===== src/rtl/serial_packet_fifo.sv =====
// Packet-delimiting byte FIFO: stages each received byte until the next byte or an idle edge marks its position.
// Latency: byte N enters the FIFO on byte N+1's strobe or the next idle_timeout rise; head visible one cycle later.
// Backpressure: none upstream; pushes into a full FIFO (without a simultaneous pop) are dropped and flagged in overflow.
//
// Ports:
//   clk, reset          - system clock, asynchronous active-low reset
//   byte_in/byte_strobe - received byte and its one-cycle valid pulse
//   idle_timeout        - line-idle level; its rising edge closes the current packet
//   data_out/data_last  - show-ahead head byte and end-of-packet marker
//   data_valid/ready    - FIFO non-empty / consumer accept (pop when both high)
//   packet_count        - complete packets currently held
//   overflow/_clear     - sticky drop flag and its clear
module serial_packet_fifo #(
  parameter int DEPTH_BITS = 4
) (
  input  logic                  clk,
  input  logic                  reset,
  input  logic [7:0]            byte_in,
  input  logic                  byte_strobe,
  input  logic                  idle_timeout,
  output logic [7:0]            data_out,
  output logic                  data_last,
  output logic                  data_valid,
  input  logic                  data_ready,
  output logic [DEPTH_BITS:0]   packet_count,
  output logic                  overflow,
  input  logic                  overflow_clear
);

  localparam int                  DEPTH      = 1 << DEPTH_BITS;
  localparam logic [DEPTH_BITS:0] FULL_COUNT = (DEPTH_BITS + 1)'(DEPTH);
  localparam logic [DEPTH_BITS-1:0] PTR_ONE  = DEPTH_BITS'(1);
  localparam logic [DEPTH_BITS:0] CNT_ONE    = (DEPTH_BITS + 1)'(1);

  // Entry layout: {last, byte}
  logic [8:0]            mem [DEPTH];
  logic [DEPTH_BITS-1:0] wr_ptr;
  logic [DEPTH_BITS-1:0] rd_ptr;
  logic [DEPTH_BITS:0]   count;
  logic [7:0]            stage_byte;
  logic                  stage_valid;
  logic                  idle_prev;

  logic       idle_rise;
  logic       push_req;
  logic       push_last;
  logic       full;
  logic       pop;
  logic       push_ok;
  logic       drop;
  logic       pkt_inc;
  logic       pkt_dec;
  logic [8:0] head;

  always_comb begin
    idle_rise = idle_timeout & ~idle_prev;
    // A new byte always wins over a coincident idle edge: the staged byte is
    // then known not to be last, and the edge is discarded.
    push_req  = stage_valid & (byte_strobe | idle_rise);
    push_last = ~byte_strobe;
    full      = (count == FULL_COUNT);
    pop       = data_valid & data_ready;
    // At full, a same-cycle pop frees the slot the push needs.
    push_ok   = push_req & (~full | pop);
    drop      = push_req & full & ~pop;
    pkt_inc   = push_ok & push_last;
    pkt_dec   = pop & data_last;
  end

  assign data_valid = (count != '0);
  assign head       = mem[rd_ptr];
  // Memory is not cleared on reset, so mask the head while empty to keep
  // outputs at zero during and after reset.
  assign data_out   = data_valid ? head[7:0] : 8'h00;
  assign data_last  = data_valid & head[8];

  always_ff @(posedge clk) begin
    if (push_ok) begin
      mem[wr_ptr] <= {push_last, stage_byte};
    end
  end

  always_ff @(posedge clk or negedge reset) begin
    if (!reset) begin
      wr_ptr       <= '0;
      rd_ptr       <= '0;
      count        <= '0;
      stage_byte   <= '0;
      stage_valid  <= 1'b0;
      idle_prev    <= 1'b0;
      packet_count <= '0;
      overflow     <= 1'b0;
    end else begin
      idle_prev <= idle_timeout;

      if (byte_strobe) begin
        stage_byte  <= byte_in;
        stage_valid <= 1'b1;
      end else if (idle_rise) begin
        stage_valid <= 1'b0;
      end

      if (push_ok) wr_ptr <= wr_ptr + PTR_ONE;
      if (pop)     rd_ptr <= rd_ptr + PTR_ONE;

      case ({push_ok, pop})
        2'b10:   count <= count + CNT_ONE;
        2'b01:   count <= count - CNT_ONE;
        default: count <= count;
      endcase

      case ({pkt_inc, pkt_dec})
        2'b10:   packet_count <= packet_count + CNT_ONE;
        2'b01:   packet_count <= packet_count - CNT_ONE;
        default: packet_count <= packet_count;
      endcase

      // A drop in the same cycle as a clear leaves the flag set.
      if (drop)                overflow <= 1'b1;
      else if (overflow_clear) overflow <= 1'b0;
    end
  end

endmodule


===== config.mk =====
export PLATFORM = sky130hd
export DESIGN_NAME = serial_packet_fifo
export DESIGN_NICKNAME = d
export VERILOG_FILES = /design/src/rtl/serial_packet_fifo.sv
export SDC_FILE = /design/constraint.sdc
export NUM_CORES = 1
export LEC_CHECK = 0
export CORE_MARGIN = 1.5
export CORE_UTILIZATION = 50
export DETAILED_ROUTE_END_ITERATION = 6
export GPL_ROUTABILITY_DRIVEN = 0
export PLACE_DENSITY = 0.68
export SLEW_MARGIN = 20
export SYNTH_ARGS = -nofsm -noshare
export SYNTH_HDL_FRONTEND = slang
export SYNTH_SLANG_ARGS = --single-unit

===== constraint.sdc =====
create_clock -name clk -period 5 [get_ports clk]
set_input_delay 1 -clock clk [delete_from_list [all_inputs] [get_ports clk]]
set_output_delay 1 -clock clk [all_outputs]
set_load 0.02 [all_outputs]

==> results of run 1 <==
==> flip-flops by register name, summed over array words and instances, names as in the netlist <==
register,count
count,5
mem,144
stage_valid,1
wr_ptr,4
stage_byte,8
overflow,1
idle_prev,1
rd_ptr,4
packet_count,5
==> cell type report <==
| type | count | share of cell area [%] |
|---|---|---|
| sequential | 173 | 60.2 |
| multi-input combinational | 197 | 24.3 |
| clock buffer | 19 | 5.16 |
| timing repair buffer | 41 | 4.54 |
| tap | 180 | 2.69 |
| clock inverter | 13 | 2.34 |
| inverter | 16 | 0.716 |
==> layer usage <==
layer / share of wire (%) / track usage [%] / wire length, um
met3: 6.6 / 4.89 / 930
met1: 44 / 28.0 / 6160
met5: 0 / 0 / 0
met4: 1.9 / 8.26 / 274
met2: 48 / 32.4 / 6690
==> per-stage QoR <==
step                      hold WS (ps)  std cells  util (%)
after floorplan                    512        405         -
after global placement             519        607      55.2
after detailed placement           531        607      55.2
after CTS                          550        639      59.7
after global routing               591        639      59.7
final                              545        639      59.7
==> worst min-delay path, stage by stage (launching register included) <==
cell     delay (ps)
dfrtp_1         380
nand2_1          60
o21ai_0          70
==> kinds of logic after synthesis <==
logic type / share of synthesized area [%]
compound gates: 4.09
flops: 69.6
simple gates: 4.02
buf+inv: 2.31
xor+xnor: 1.45
fa+ha+maj: 2.79
mux: 15.7
==> worst min-delay path by stage <==
stage / start / end / slack, ps / cells past startpoint
final: packet_count[2] / packet_count[2] / 550 / 2
after global routing: packet_count[2] / packet_count[2] / 590 / 2
after CTS: packet_count[0] / packet_count[0] / 550 / 1
after detailed placement: packet_count[3] / packet_count[3] / 530 / 2
after global placement: packet_count[3] / packet_count[3] / 520 / 2
after floorplan: stage_valid / overflow / 510 / 2
==> cells in the mapped netlist (2+ instances only) <==
library cell	instances
a21o_1	2
a21oi_1	10
a22oi_1	4
buf_2	8
buf_4	3
buf_6	2
clkbuf_1	5
dfrtp_1	29
edfxtp_1	144
fa_1	2
ha_1	13
inv_1	15
mux2_2	18
mux2i_1	17
mux4_1	13
mux4_2	19
nand2_1	17
nand2b_1	3
nand4_1	4
nor2_1	15
nor2b_1	6
nor3_1	7
o21a_1	2
o21ai_0	10
o21ai_1	7
o311ai_0	2
o31ai_1	2
xnor2_1	7
xor2_1	5
==> power by group <==
group	switching (mW)	internal (mW)
Combinational	0.858	0.806
Sequential	0.227	1.79
Clock	0.518	0.880
Total	1.60	3.48
==> summary.md, run 1 <==
| Metric | Value |
|---|---|
| Total grt overflow | 0 |
| Via count | 3,667 |
| Post-CTS sizing | 0 |
| Post-route setup TNS | 0 ps |
| Static Leak | 2.96 nW |
| Worst-path cell chain | buf_4 -> mux4_1 -> mux2_2 -> o21ai_2 -> a21oi_1 -> clkdlybuf4s50_1 |
| # setup viols final | 0 |
| Final instance area | 8380 um2 |
| CTS buffer count | 17 |
| Reg2reg end | packet_count[4] |
| Post-DP HPWL | 9.11 mm |
| Post-synthesis register bit count | 173 |
| Cell Area, Synth | 7260 um2 |
| Placement Cell Area | 7750 um2 |
| Setup ws final | 696 ps |
| Levels on crit path | 6 |
| First-pass DRT Iterations | 4 |
| Setup Buffers After CTS | 0 |
| Status | completed |
| Final slew viol count | 0 |
| Hold Buf Count CTS | 0 |
| Number of flops mapped to enable cells by yosys | 144 |
| N_diodes | 0 |
| Worst Skew | 12.0 ps |
| Max-Cap Viols | 0 |
| Port buffer count | 29 |
| Required time of the critical path | 4000 ps |
| Fill count | 1,048 |
| Worst-case clock buffer depth | 2 |
| CP Class | reg2out |
| Sequential fraction of the synthesis area | 69.6% |
| Initial core utilization | 51.7% |
| Crit path max fanout | 19 |
| Power Dens Cells | 606 nW/um2 |
| Core Footprint | 14,000 um2 |
| DRT iter0 DRCs | 352 |
| CP Launch Point | rd_ptr[1] |
| Hold/Removal Path Class | reg2reg |
| Wire length of the first global-routing pass | 21.9 mm |
| Layout cell share with drive strength beyond 1 | 17.9% |
| Commonest non-fill, non-tap cells in the layout | 144 x edfxtp_1, 29 x dfrtp_1, 29 x clkdlybuf4s50_1, 19 x mux4_2, 18 x mux2_2 |
| Synthesized Nets | 434 |
| Slew headroom | 27.9% |
| Syn_area_per_cell | 17.9 um2 |
| DIE WIDTH | 123 um |
| Crit path to | data_out[0] |
| Pin count of the biggest net entering global routing | 30 |
| Peak supply drop | 309 uV |
| Worst R2R Setup Slack | 1260 ps |
| Die H | 123 um |
| Critical path arrival | 3300 ps |
| Start of the worst register-to-register path | rd_ptr[0] |
| Post-Syn Instances | 405 |
| Warnings, synthesis | 0 |
| Crit path buf inv count | 2 |
| FP Rows | 43 |
| Slowest cell on the critical path | dfrtp_1 |
| Clk sink count | 173 |
| Worst-Margin Slew | 1080 ps |
| R2R cell count | 11 |
| Vias per inst | 5.74 |
| Post-route DRC | 0 |
| Register area | 5050 um2 |
| Initial antenna violation count | 0 |
| Ports | 30 |
| Final wirelength | 14.1 mm |
| Clock root cell | clkbuf_16 |
| Clk Latency, worst-skew pair | 430 ps |
| Top cells by area, synth | edfxtp_1 60%, dfrtp_1 10%, mux4_2 5.9% |
| CTS tree | built |
| Post-synth top area cell | edfxtp_1 |
| Worst-path clk slew | 60 ps |
| ANT nets after route | 0 |
| Slowest cell delay on critical path | 1000 ps |
| Pwr Total | 5.08 mW |
| Most common cell after layout, fill and taps aside | edfxtp_1 |
| Synthesis-to-finish area growth | 15.5% |
| CP endpoint kind | output pin |
| GRT Total Usage | 20.6% |
| Vias in the first global route | 3,885 |
| Post-synth cell types | 43 |
| WL per Instance | 22.0 um |
| DP Worst Slack | 768 ps |
| Most used DFF post-synth | edfxtp_1 |
| Min Clock Period, post-route | 4300 ps |
| Post-synth ARST share | 16.8% |
| Fmax | 232 MHz |
| RSZ-0062 raised after global routing | false |
| Delay-heaviest family, CP | flip-flops |
| Final hold vios | 0 |
| Nets | 475 |
| Multi-input combinational cell area | 2040 um2 |
| Post-synth top area share | 59.6% |
| Tcrit/Tclk final | 86.1% |
| Crit start category | flop |
| H-tree depth reported by CTS | 4 |
| Die ar. | 15,200 um2 |
Power figures use the tool's default switching activity.
==> run 2, diff against run 1 <==
--- a/config.mk
+++ b/config.mk
@@ -9,7 +9,9 @@
 export CORE_UTILIZATION = 50
 export DETAILED_ROUTE_END_ITERATION = 6
 export GPL_ROUTABILITY_DRIVEN = 0
+export GPL_TIMING_DRIVEN = 0
 export PLACE_DENSITY = 0.68
+export REMOVE_ABC_BUFFERS = 1
 export SLEW_MARGIN = 20
 export SYNTH_ARGS = -nofsm -noshare
 export SYNTH_HDL_FRONTEND = slang
==> constraint.sdc (replaced) <==
create_clock -name clk -period 5 [get_ports clk]
set_input_delay 1 -clock clk [delete_from_list [all_inputs] [get_ports clk]]
set_output_delay 1 -clock clk [all_outputs]
set_load 0.05 [all_outputs]
==> summary.md, run 2 (same netlist as run 1, synthesis figures left out) <==
| Metric | Value |
|---|---|
| Static Leak | 2.91 nW |
| Ports | 30 |
| Crit path to | count[4] |
| Peak supply drop | 460 uV |
| FP Rows | 43 |
| Register area | 5050 um2 |
| Fmax | 234 MHz |
| Synthesis-to-finish area growth | 14.9% |
| Fill count | 1,017 |
| First-pass DRT Iterations | 4 |
| ANT nets after route | 0 |
| Slowest cell on the critical path | clkdlybuf4s50_1 |
| Post-route DRC | 0 |
| Setup Buffers After CTS | 0 |
| Status | completed |
| Wire length of the first global-routing pass | 21.4 mm |
| Layout cell share with drive strength beyond 1 | 20.3% |
| Post-route setup TNS | 0 ps |
| Pin count of the biggest net entering global routing | 30 |
| Hold Buf Count CTS | 0 |
| Clk sink count | 173 |
| Vias in the first global route | 3,876 |
| Top flop regs | mem: 144 flops, stage_byte: 8 flops |
| DIE WIDTH | 123 um |
| Hold/Removal Path Class | in2async |
| Multi-input combinational cell area | 2070 um2 |
| DRT iter0 DRCs | 317 |
| Worst-Margin Slew | 1060 ps |
| Utilization after layout | 59.4% |
| Most common cell after layout, fill and taps aside | edfxtp_1 |
| Worst-case clock buffer depth | 2 |
| Clock root cell | clkbuf_16 |
| Start of the worst register-to-register path | count[0] |
| R2R cell count | 12 |
| Crit start category | input port |
| Final wirelength | 13.7 mm |
| CP Launch Point | byte_strobe |
| Worst R2R Setup Slack | 1400 ps |
| Slowest cell delay on critical path | 810 ps |
| Commonest non-fill, non-tap cells in the layout | 144 x edfxtp_1, 28 x clkdlybuf4s50_1, 25 x dfrtp_1, 19 x mux4_2, 18 x mux2_2 |
| Critical path arrival | 4590 ps |
| Worst Skew | 13.6 ps |
| Worst-path clk slew | 60 ps |
| Final hold vios | 0 |
| Placement Cell Area | 7770 um2 |
| Clk Latency, worst-skew pair | 430 ps |
| Via count | 3,689 |
| Vias per inst | 5.82 |
| Post-DP HPWL | 8.82 mm |
| Reg with most FFs | mem |
| Initial core utilization | 51.7% |
| Nets | 470 |
| CTS tree | built |
| Die H | 123 um |
| Final instance area | 8340 um2 |
| H-tree depth reported by CTS | 4 |
| CTS buffer count | 17 |
| WL per Instance | 21.6 um |
| Reg2reg end | packet_count[4] |
| Max-Cap Viols | 0 |
| Total grt overflow | 0 |
| Initial antenna violation count | 0 |
| GRT Total Usage | 20.0% |
| Port buffer count | 29 |
| CP Class | in2reg |
| Final slew viol count | 0 |
| CP endpoint kind | flop |
| N_diodes | 0 |
| Core Footprint | 14,000 um2 |
| Largest register FFs | 144 |
| Worst-path cell chain | clkdlybuf4s50_1 -> inv_1 -> a221oi_4 -> inv_1 -> ha_1 -> ha_1 -> nor2b_1 -> o21a_1 -> mux2_2 -> o311ai_1 |
| Post-CTS sizing | 0 |
| Die ar. | 15,200 um2 |
| Min Clock Period, post-route | 4270 ps |
| Power Dens Cells | 614 nW/um2 |
| Required time of the critical path | 5320 ps |
| # setup viols final | 0 |
| Slew headroom | 28.8% |
| RSZ-0062 raised after global routing | false |
| Tcrit/Tclk final | 85.4% |
| Crit path max fanout | 19 |
## run 2: routing by layer
layer / share of wire (%) / up-vias / GRT usage, %
met4: 1.2 / 0 / 8.26
met5: 0 / - / 0
li1: - / 1668 / -
met1: 42 / 1903 / 25.8
met2: 52 / 106 / 33.3
met3: 5.0 / 12 / 4.24
## run 2: area by class of cell
class	count	share of cell area [%]
Sequential cell	173	60.6
Inverter	16	0.720
Tap cell	180	2.70
Clock inverter	10	0.960
Multi-Input combinational cell	197	24.8
Clock buffer	22	5.69
Timing Repair Buffer	36	4.50
## run 2: where the power goes
| group | total (mW) | switching (mW) | internal (mW) |
|---|---|---|---|
| Combinational | 1.82 | 1.01 | 0.809 |
| Clock | 1.22 | 0.535 | 0.681 |
| Sequential | 2.08 | 0.292 | 1.79 |
## run 2: worst min-delay path by stage
stage	start	endpoint	slack [ps]
floorplan	stage_valid	overflow	510
global placement	packet_count[3]	packet_count[3]	500
detailed placement	packet_count[3]	packet_count[3]	510
CTS	reset	count[0]	510
global route	reset	stage_byte[6]	520
finish	reset	stage_byte[5]	510
## run 2: worst max-delay path: cells and delay by family
family	cells	cell delay, ps
fa+ha+maj	2	680
mux	1	350
compound gates	3	1060
simple gates	1	150
buf+inv	3	1330
## run 2: stage by stage
stage,hold slack (ps),power [mW],setup slack (ps),cells
after CTS,513,5.17,645,634
after global routing,525,5.38,451,634
after detailed placement,511,3.96,250,602
after global placement,503,3.85,130,595
final,515,5.12,732,634
after floorplan,512,3.33,1280,386
